==> config.mk <==
export PLATFORM = sky130hd
export DESIGN_NAME = ball_tx_packetizer
export DESIGN_NICKNAME = d
export VERILOG_FILES = /design/src/rtl/game_link_pkg.sv /design/src/rtl/ball_frame_encoder.sv /design/src/rtl/ball_tx_packetizer.sv
export SDC_FILE = /design/constraint.sdc
export NUM_CORES = 1
export LEC_CHECK = 0
export CORE_MARGIN = 3
export CORE_UTILIZATION = 54
export DETAILED_ROUTE_END_ITERATION = 10
export DONT_BUFFER_PORTS = 1
export PLACE_DENSITY = 0.68
export SYNTH_ARGS = -nofsm -noshare
export SYNTH_HDL_FRONTEND = slang
export SYNTH_HIERARCHICAL = 1
export SYNTH_SLANG_ARGS = --single-unit
==> constraint.sdc <==
create_clock -name clk_25MHZ -period 2.15 [get_ports clk_25MHZ]
set_input_delay 0.43 -clock clk_25MHZ [delete_from_list [all_inputs] [get_ports clk_25MHZ]]
set_output_delay 0.43 -clock clk_25MHZ [all_outputs]
set_load 0.02 [all_outputs]
==> src/rtl/game_link_pkg.sv <==
// Shared definitions for the ball hand-off link between the two game boards.
// Imported by the local packetizer and by the peer's receive decoder, so the
// frame layout is defined in exactly one place.
//   FRAME_LEN / IDX_*    : byte positions within the 6-byte write frame
//   ball_frame_t         : ball state latched at trigger time
//   tx_state_t           : packetizer FSM states
//   SLOW_THRESH_DEFAULT  : default speed-class threshold
package game_link_pkg;

    localparam int FRAME_LEN = 6;

    localparam logic [2:0] IDX_REG_PTR = 3'd0;
    localparam logic [2:0] IDX_Y_HI    = 3'd1;
    localparam logic [2:0] IDX_Y_LO    = 3'd2;
    localparam logic [2:0] IDX_VY      = 3'd3;
    localparam logic [2:0] IDX_GRAV    = 3'd4;
    localparam logic [2:0] IDX_SLOW    = 3'd5;
    localparam logic [2:0] IDX_LAST    = 3'(FRAME_LEN - 1);

    localparam logic [19:0] SLOW_THRESH_DEFAULT = 20'd200000;

    typedef struct packed {
        logic [9:0] y;
        logic [7:0] vy;
        logic [1:0] g;
        logic       slow;
    } ball_frame_t;

    typedef enum logic [2:0] {
        ST_IDLE,
        ST_START,
        ST_SEND,
        ST_WAIT_DONE,
        ST_RETRY,
        ST_DONE
    } tx_state_t;

endpackage

==> src/rtl/ball_frame_encoder.sv <==
// Combinational frame encoder: maps the latched ball state and a byte index
// to the byte the peer stores in its register file.
//   frame     : latched ball state
//   byte_idx  : position within the frame (0 = register pointer)
//   byte_data : encoded byte; indices past the frame read as 0
module ball_frame_encoder
    import game_link_pkg::*;
#(
    parameter logic [7:0] REG_BASE = 8'h00
) (
    input  ball_frame_t frame,
    input  logic [2:0]  byte_idx,
    output logic [7:0]  byte_data
);

    always_comb begin
        byte_data = 8'h00;
        case (byte_idx)
            IDX_REG_PTR: byte_data = REG_BASE;
            // y high bits sit in [7:6] so the peer rebuilds y as {reg0[7:6], reg1}
            IDX_Y_HI:    byte_data = {frame.y[9:8], 6'b000000};
            IDX_Y_LO:    byte_data = frame.y[7:0];
            IDX_VY:      byte_data = frame.vy;
            IDX_GRAV:    byte_data = {6'b000000, frame.g};
            IDX_SLOW:    byte_data = {7'b0000000, frame.slow};
            default:     byte_data = 8'h00;
        endcase
    end

endmodule

==> src/rtl/ball_tx_packetizer.sv <==
// Captures the ball state when the local controller hands the ball over and
// streams it to the I2C master core as one write transaction, retrying on
// NACK or watchdog timeout, then pulses is_i2c_master_done to the controller.
//   clk_25MHZ, reset            : clock, async active-high reset
//   ball_send_trigger           : send request level (rising edge starts)
//   ball_y/ball_vy/gravity_counter/ball_speed : ball state to capture
//   i2c_start/addr/wdata/wvalid/wlast, i2c_wready : byte stream to master
//   i2c_txn_done, i2c_nack      : transaction completion from master
//   is_i2c_master_done          : one-cycle completion pulse to controller
//   tx_busy, tx_error, retry_cnt: status / debug
//
// state      | meaning
// -----------+----------------------------------------------------------
// IDLE       | waiting for trigger rising edge; latches ball state
// START      | one-cycle i2c_start pulse, rewinds byte index and watchdog
// SEND       | presenting frame bytes to the master
// WAIT_DONE  | all bytes accepted, waiting for the stop condition
// RETRY      | attempt failed; re-send or give up with tx_error
// DONE       | one-cycle completion pulse to the controller
module ball_tx_packetizer
    import game_link_pkg::*;
#(
    parameter logic [6:0]  SLAVE_ADDR  = 7'h17,
    parameter logic [7:0]  REG_BASE    = 8'h00,
    parameter logic [1:0]  MAX_RETRY   = 2'd3,
    parameter logic [19:0] TIMEOUT_CYC = 20'd250000,
    parameter logic [19:0] SLOW_THRESH = SLOW_THRESH_DEFAULT
) (
    input  logic        clk_25MHZ,
    input  logic        reset,
    input  logic        ball_send_trigger,
    input  logic [9:0]  ball_y,
    input  logic [7:0]  ball_vy,
    input  logic [1:0]  gravity_counter,
    input  logic [19:0] ball_speed,
    output logic        i2c_start,
    output logic [6:0]  i2c_addr,
    output logic [7:0]  i2c_wdata,
    output logic        i2c_wvalid,
    output logic        i2c_wlast,
    input  logic        i2c_wready,
    input  logic        i2c_txn_done,
    input  logic        i2c_nack,
    output logic        is_i2c_master_done,
    output logic        tx_busy,
    output logic        tx_error,
    output logic [1:0]  retry_cnt
);

    tx_state_t   state_q;
    tx_state_t   state_nxt;
    logic        trigger_d;
    logic        trig_rise;
    ball_frame_t frame_q;
    logic [2:0]  byte_idx_q;
    logic [19:0] timer_q;
    logic        in_window;
    logic        timeout_hit;
    logic [7:0]  enc_byte;

    logic capture;
    logic load_attempt;
    logic idx_inc;
    logic retry_inc;
    logic set_err;

    assign trig_rise   = ball_send_trigger & ~trigger_d;
    assign in_window   = (state_q == ST_SEND) || (state_q == ST_WAIT_DONE);
    // Watchdog is a down-counter loaded at START; terminal count means the
    // attempt has used its full TIMEOUT_CYC cycles in SEND/WAIT_DONE.
    assign timeout_hit = in_window && (timer_q == 20'd0);

    ball_frame_encoder #(
        .REG_BASE (REG_BASE)
    ) u_encoder (
        .frame     (frame_q),
        .byte_idx  (byte_idx_q),
        .byte_data (enc_byte)
    );

    assign i2c_addr  = SLAVE_ADDR;
    assign i2c_wdata = i2c_wvalid ? enc_byte : 8'h00;
    assign i2c_wlast = i2c_wvalid && (byte_idx_q == IDX_LAST);
    assign tx_busy   = (state_q != ST_IDLE);

    always_ff @(posedge clk_25MHZ or posedge reset) begin
        if (reset) begin
            state_q <= ST_IDLE;
        end else begin
            state_q <= state_nxt;
        end
    end

    always_comb begin
        state_nxt          = state_q;
        i2c_start          = 1'b0;
        i2c_wvalid         = 1'b0;
        is_i2c_master_done = 1'b0;
        capture            = 1'b0;
        load_attempt       = 1'b0;
        idx_inc            = 1'b0;
        retry_inc          = 1'b0;
        set_err            = 1'b0;
        case (state_q)
            ST_IDLE: begin
                if (trig_rise) begin
                    capture   = 1'b1;
                    state_nxt = ST_START;
                end
            end
            ST_START: begin
                i2c_start    = 1'b1;
                load_attempt = 1'b1;
                state_nxt    = ST_SEND;
            end
            ST_SEND: begin
                // An early stop from the master ends the attempt; valid is
                // withdrawn so no further byte can be accepted.
                if (i2c_txn_done) begin
                    state_nxt = i2c_nack ? ST_RETRY : ST_DONE;
                end else if (timeout_hit) begin
                    state_nxt = ST_RETRY;
                end else begin
                    i2c_wvalid = 1'b1;
                    if (i2c_wready) begin
                        if (byte_idx_q == IDX_LAST) begin
                            state_nxt = ST_WAIT_DONE;
                        end else begin
                            idx_inc = 1'b1;
                        end
                    end
                end
            end
            ST_WAIT_DONE: begin
                if (i2c_txn_done) begin
                    state_nxt = i2c_nack ? ST_RETRY : ST_DONE;
                end else if (timeout_hit) begin
                    state_nxt = ST_RETRY;
                end
            end
            ST_RETRY: begin
                if (retry_cnt < MAX_RETRY) begin
                    retry_inc = 1'b1;
                    state_nxt = ST_START;
                end else begin
                    set_err   = 1'b1;
                    state_nxt = ST_DONE;
                end
            end
            ST_DONE: begin
                is_i2c_master_done = 1'b1;
                state_nxt          = ST_IDLE;
            end
            default: state_nxt = ST_IDLE;
        endcase
    end

    always_ff @(posedge clk_25MHZ or posedge reset) begin
        if (reset) begin
            trigger_d  <= 1'b0;
            frame_q    <= '0;
            byte_idx_q <= 3'd0;
            timer_q    <= 20'd0;
            retry_cnt  <= 2'd0;
            tx_error   <= 1'b0;
        end else begin
            trigger_d <= ball_send_trigger;
            if (capture) begin
                frame_q.y    <= ball_y;
                frame_q.vy   <= ball_vy;
                frame_q.g    <= gravity_counter;
                frame_q.slow <= (ball_speed >= SLOW_THRESH);
                retry_cnt    <= 2'd0;
            end
            if (retry_inc) begin
                retry_cnt <= retry_cnt + 2'd1;
            end
            if (set_err) begin
                tx_error <= 1'b1;
            end
            if (load_attempt) begin
                byte_idx_q <= 3'd0;
                timer_q    <= TIMEOUT_CYC - 20'd1;
            end else begin
                if (idx_inc) begin
                    byte_idx_q <= byte_idx_q + 3'd1;
                end
                if (in_window && (timer_q != 20'd0)) begin
                    timer_q <= timer_q - 20'd1;
                end
            end
        end
    end

endmodule

# After elaboration in Yosys (flattened, before gate mapping)
# Cells that the tools add are included.
[word_totals]
register_bits = 51
output_inout_bits = 23
wordCells = 77
[op_classes]
n_eq_ne = 14
mux = 34
n_addsub = 3
n_lt_le_gt_ge = 2
reduce_logical = 12
n_bitwise = 2
[ops]
columns = ["cell", "count"]
rows = [
  ["20-bit two-way mux", 2],
  ["8-bit one-hot mux with 5 select lines", 1],
  ["3-bit two-way mux", 10],
  ["20-bit by 18-bit >= comparator with 1-bit output, second input constant", 1],
  ["20-bit zero test", 1],
  ["20-bit nonzero test", 1],
  ["20-bit by 1-bit subtractor with 20-bit output, second input constant", 1],
  ["1-bit two-way mux", 17],
  ["3-bit one-hot mux with 5 select lines", 1],
  ["3-bit by 2-bit == test with 1-bit output, second input constant", 4],
  ["3-bit == test, second input constant", 4],
  ["8-bit two-way mux", 1],
  ["3-bit by 1-bit == test with 1-bit output, second input constant", 2],
  ["2-bit nonzero test", 3],
  ["2-bit two-way mux", 2],
  ["4-bit by 3-bit inequality test with 1-bit output, second input constant", 1],
  ["4-bit inequality test, second input constant", 1],
  ["4-bit AND reduction", 1],
  ["3-bit by 1-bit adder with 3-bit output, second input constant", 1],
  ["1-bit logical AND", 3],
  ["3-bit zero test", 1],
  ["3-bit inequality test, second input constant", 1],
  ["3-bit nonzero test", 1],
  ["2-bit by 1-bit adder with 2-bit output, second input constant", 1],
  ["5 further kinds", 5],
]

# Logic depth before layout (Yosys ltp)
[logic_depth]
ltp_word = 8
mapped_depth = 7
ltp_nobuf = 7

# Hierarchy
# The synthesis kept the hierarchy.
[modules_own_cells]
columns = ["module", "n_inst", "cells_per_inst", "area_per_inst_um2", "seq_area_each_um2"]
rows = [
  ["ball_tx_packetizer", 1, 245, 2603.7, 1276.2],
  ["ball_frame_encoder", 1, 25, 195.2, 0.0],
]

# Worst setup path before layout
# No wires, ideal clock.
[synth_timing]
path_type = "reg2out"
startpoint = "register timer_q[11]"
endpoint = "output port i2c_wdata[0]"
stages_incl_launch_ff = 7
arrival_ns = 1.948
path_slack_ns = -0.228
cell_sequence = "dfrtp_1 -> or4_1 -> buf_2 -> nor3_4 -> a31oi_4 -> clkbuf_1 -> and3_1"
[synth_between]
elab_chain_cells = 6
[synth_rtl]
columns = ["element", "line", "rtl"]
rows = [
  ["from (decl)", "ball_tx_packetizer.sv:56", "logic [19:0] timer_q;"],
  ["from (signal assigned)", "ball_tx_packetizer.sv:183", "timer_q <= TIMEOUT_CYC - 20'd1;"],
  ["from (signal assigned)", "ball_tx_packetizer.sv:189", "timer_q <= timer_q - 20'd1;"],
  ["20-bit zero test", "ball_tx_packetizer.sv:71", "assign timeout_hit = in_window && (timer_q == 20'd0);"],
  ["1-bit logical AND", "ball_tx_packetizer.sv:71", ""],
  ["1-bit two-way mux", "ball_tx_packetizer.sv:121", "end else if (timeout_hit) begin"],
  ["1-bit two-way mux", "ball_tx_packetizer.sv:119", "if (i2c_txn_done) begin"],
  ["1-bit two-way mux", "ball_tx_packetizer.sv:104", "case (state_q)"],
  ["8-bit two-way mux", "ball_tx_packetizer.sv:82", "assign i2c_wdata = i2c_wvalid ? enc_byte : 8'h00;"],
  ["to (decl)", "ball_tx_packetizer.sv:38", "output logic [7:0] i2c_wdata,"],
]
# Every way passes these cells.

# Worst setup path after layout
[layout_timing]
startpoint = "register timer_q[14]"
endpoint = "output port i2c_wdata[7]"
# The elaborated chain is that of the path after synthesis.

==> results.toml <==
[sta]
worstMarginPinSlew_ps = 618.3
unrepaired_setup_endpoints_after_global_routing = "true"
timing.fmax_mhz = 425.6
fin_crit_ps = 2350
worst_clock_skew_on_the_final_layout_ps = 10.14
setup_ws_ps = -199.8
relSlewSlack_pct = 58.78
hold_viol = 0
fin_tns_setup_ps = -2173
final_max_slew_viol_count = 0
setup_viol = 16
final.period_utilization_pct = 109.3

[yosys]
synthesis_warning_total = 6
post_synth_main_area_contributors = "dfrtp_1 (46%), mux2_2 (8.0%), mux2i_1 (5.4%)"
top_area_cell_type_share_of_the_netlist_area_pct = 45.60
ys.flop_type = "dfrtp_1"
synth_cell_types = 51
synth_async_sr_flop_share_pct = 100.0
syn_avg_cell_area_sq_um = 10.37
synthesis.instances = 270
netlist_area_sq_um = 2799
synth.ff_latch_count = 51
synth_sequential_area_ratio_pct = 45.60
top_cell_type_by_total_area_after_synthesis = "dfrtp_1"
number_of_flops_mapped_to_enable_cells_by_yosys = 0

[clocking]
cts_clock_pin_slew_for_the_worst_setup_and_hold_paths_ps = 90
cts_buffers = 5
clock_sink_count = 51
ctsHtreeMaxLevel = 2
cts_max_path_buffers = 2
clockRootBuffer = "clkbuf_8"
clkLatencyLatePin_ps = 300
tritoncts_clock_tree = "built"

[setup_path]
endpoint_class_of_the_critical_path = "output port"
rrSetupSlack_ps = -60
cp.required_ps = 1720
start_kind = "flip-flop"
crit_type = "flip-flop to output port"
worst-endpoint-arrival_ps = 1920
critPathMaxFanout = 9

[drt]
first_iter_violations = 113
num_vias = 2106
routed_wl_mm = 5.809
dr.pass1.iters = 4
drt_drc_violations_left = 0
detail_route.vias_per_cell = 5.692
final_antenna_net_count = 0
avgRoutedWirePerCell_um = 15.70

[power]
final_total_pwr_uw = 3435
leakagePower_uw = 0.001389
p_per_area_nw_per_um2 = 1048
power.ir.vdd_worst_mv = 0.7302

[floorplanning]
core.rowCount = 25
die_width_um = 78.00
floorplan.io_pins = 69
floorplan.initialDensity_pct = 57.36
design.core.area_sq_um = 4880
die-area_sq_um = 6083
dieHeight_um = 78.00

[run]
max_cap_violations = 0

[grt]
number_of_global_route_vias_before_repair = 2103
antenna_found_initial = 0
grt.overflow.total = 0
wire_length_of_the_first_global_routing_pass_mm = 9.853
grt.total_usage_pct = 20.00
grt_max_degree = 52

[placed_design]
placed_cell_area_sq_um = 3063
placed_wire_length_estimate_after_detailed_placement_mm = 4.089
routability_cong = 0.8141
io_buffer_count = 0

[finish]
final_net_count = 352
areaGrowthSynthToFinish_pct = 17.12
final_area_sq_um = 3278
final_util_pct = 67.18
n_antenna_cell = 0
final_layout_size_suffix_gt1_share_pct = 30.69

[status]
status = "complete, but fails checks"
failed_checks = "negative setup slack"

[hold_path]
hold_path_class = "input port to flip-flop"
[stage by stage]
step / hold slack [ps] / instances / setup slack [ps]
final: 153.5 / 370 / -199.8
after global routing: 132.3 / 370 / -292.6
after CTS: 140.4 / 369 / -218.0
after detailed placement: 461.5 / 356 / 24.18
after global placement: 461.5 / 356 / 25.76
after floorplan: 449.6 / 275 / -182.6
[layout by cell type, fill, tap and decap left out, types with 2 or more instances in the layout]
cell type	n
dfrtp_1	51
buf_4	36
nand2_1	26
nor2_1	24
mux2_2	20
mux2i_1	15
a21oi_1	10
and3_4	9
xnor2_1	8
conb_1	7
inv_1	6
nand2b_1	6
nor3_1	5
nor4_1	5
o21ai_0	5
clkbuf_8	5
nor4_2	4
nand3_1	4
ha_1	4
or4_4	3
nor2b_1	3
nor3_2	3
a41o_1	3
nand4_1	3
a211oi_1	3
and2_1	2
o31ai_1	2
a31oi_4	2
a31oi_1	2
o211ai_1	2
nand4bb_1	2
[final timing paths]
check	startpoint	endpoint	cells after the start
max	timer_q[14]	i2c_wdata[7]	4
min	ball_send_trigger	trigger_d	0
max reg2reg	timer_q[14]	timer_q[7]	8
min reg2reg	frame_q[0]	frame_q[0]	2
max in group asynchronous	reset	timer_q[6]	2
min in group asynchronous	reset	frame_q[0]	2
[layer usage]
layer	routed length, um	vias up	GRT usage [%]
met1	2731	1031	28.58
li1	-	1022	-
met2	2711	49	31.59
met5	0	-	0
met4	23	0	3.671
met3	341	4	4.524
[critical path, cell delays in order, from the launching register on]
cell,delay (ps)
dfrtp_1,390
or4_4,560
nor3_4,240
a31oi_4,180
and3_4,250
[Yosys cell counts (5+ instances only)]
master and number:
buf_4 7, nand2_1 26, inv_1 7, a21oi_1 10, mux2_2 20, mux2i_1 15
nor2_1 24, nand2b_1 6, dfrtp_1 51, nor4_1 7, and3_1 10, o21ai_0 5
xnor2_1 8, nor3_1 8
[registers in the layout, summed over array words and instances, names as in the netlist]
register / flops
trigger_d: 1
tx_error: 1
frame_q: 21
byte_idx_q: 3
state_q: 3
retry_cnt: 2
timer_q: 20
[report_power, final]
| group | leakage [uW] | internal (uW) | switching, uW | total [uW] |
|---|---|---|---|---|
| clock network | 0.0000581 | 347 | 314 | 661 |
| logic | 0.000719 | 622 | 677 | 1300 |
| registers | 0.000612 | 1240 | 232 | 1480 |
| total | 0.00139 | 2210 | 1220 | 3440 |
[cell families after synthesis]
group,count (synthesis),synth area share (%)
compound gates,37,9.745
fa+ha+maj,4,1.788
buf+inv,23,4.872
mux,35,13.41
other cells,2,0.2683
flops,51,45.60
simple gates,110,21.82
xor+xnor,8,2.503
[final cells by class]
cell class / count / area [sq um]
Timing Repair Buffer: 36 / 270.3
Fill cell: 412 / 1602
Clock inverter: 3 / 43.79
Inverter: 7 / 26.28
Sequential cell: 51 / 1276
Clock buffer: 5 / 68.82
Multi-Input combinational cell: 201 / 1509
Tap cell: 67 / 83.83
[repair_timing]
action                                 4_1_cts  5_1_grt
hold buffers                                 0        0
resized for setup                            5        6
setup endpoints to repair                   10       23
endpoints found under the hold margin        0        0
setup buffers                                5        1
gates cloned                                 0        0
pin swaps                                    3        2
Power figures use the tool's default switching activity.
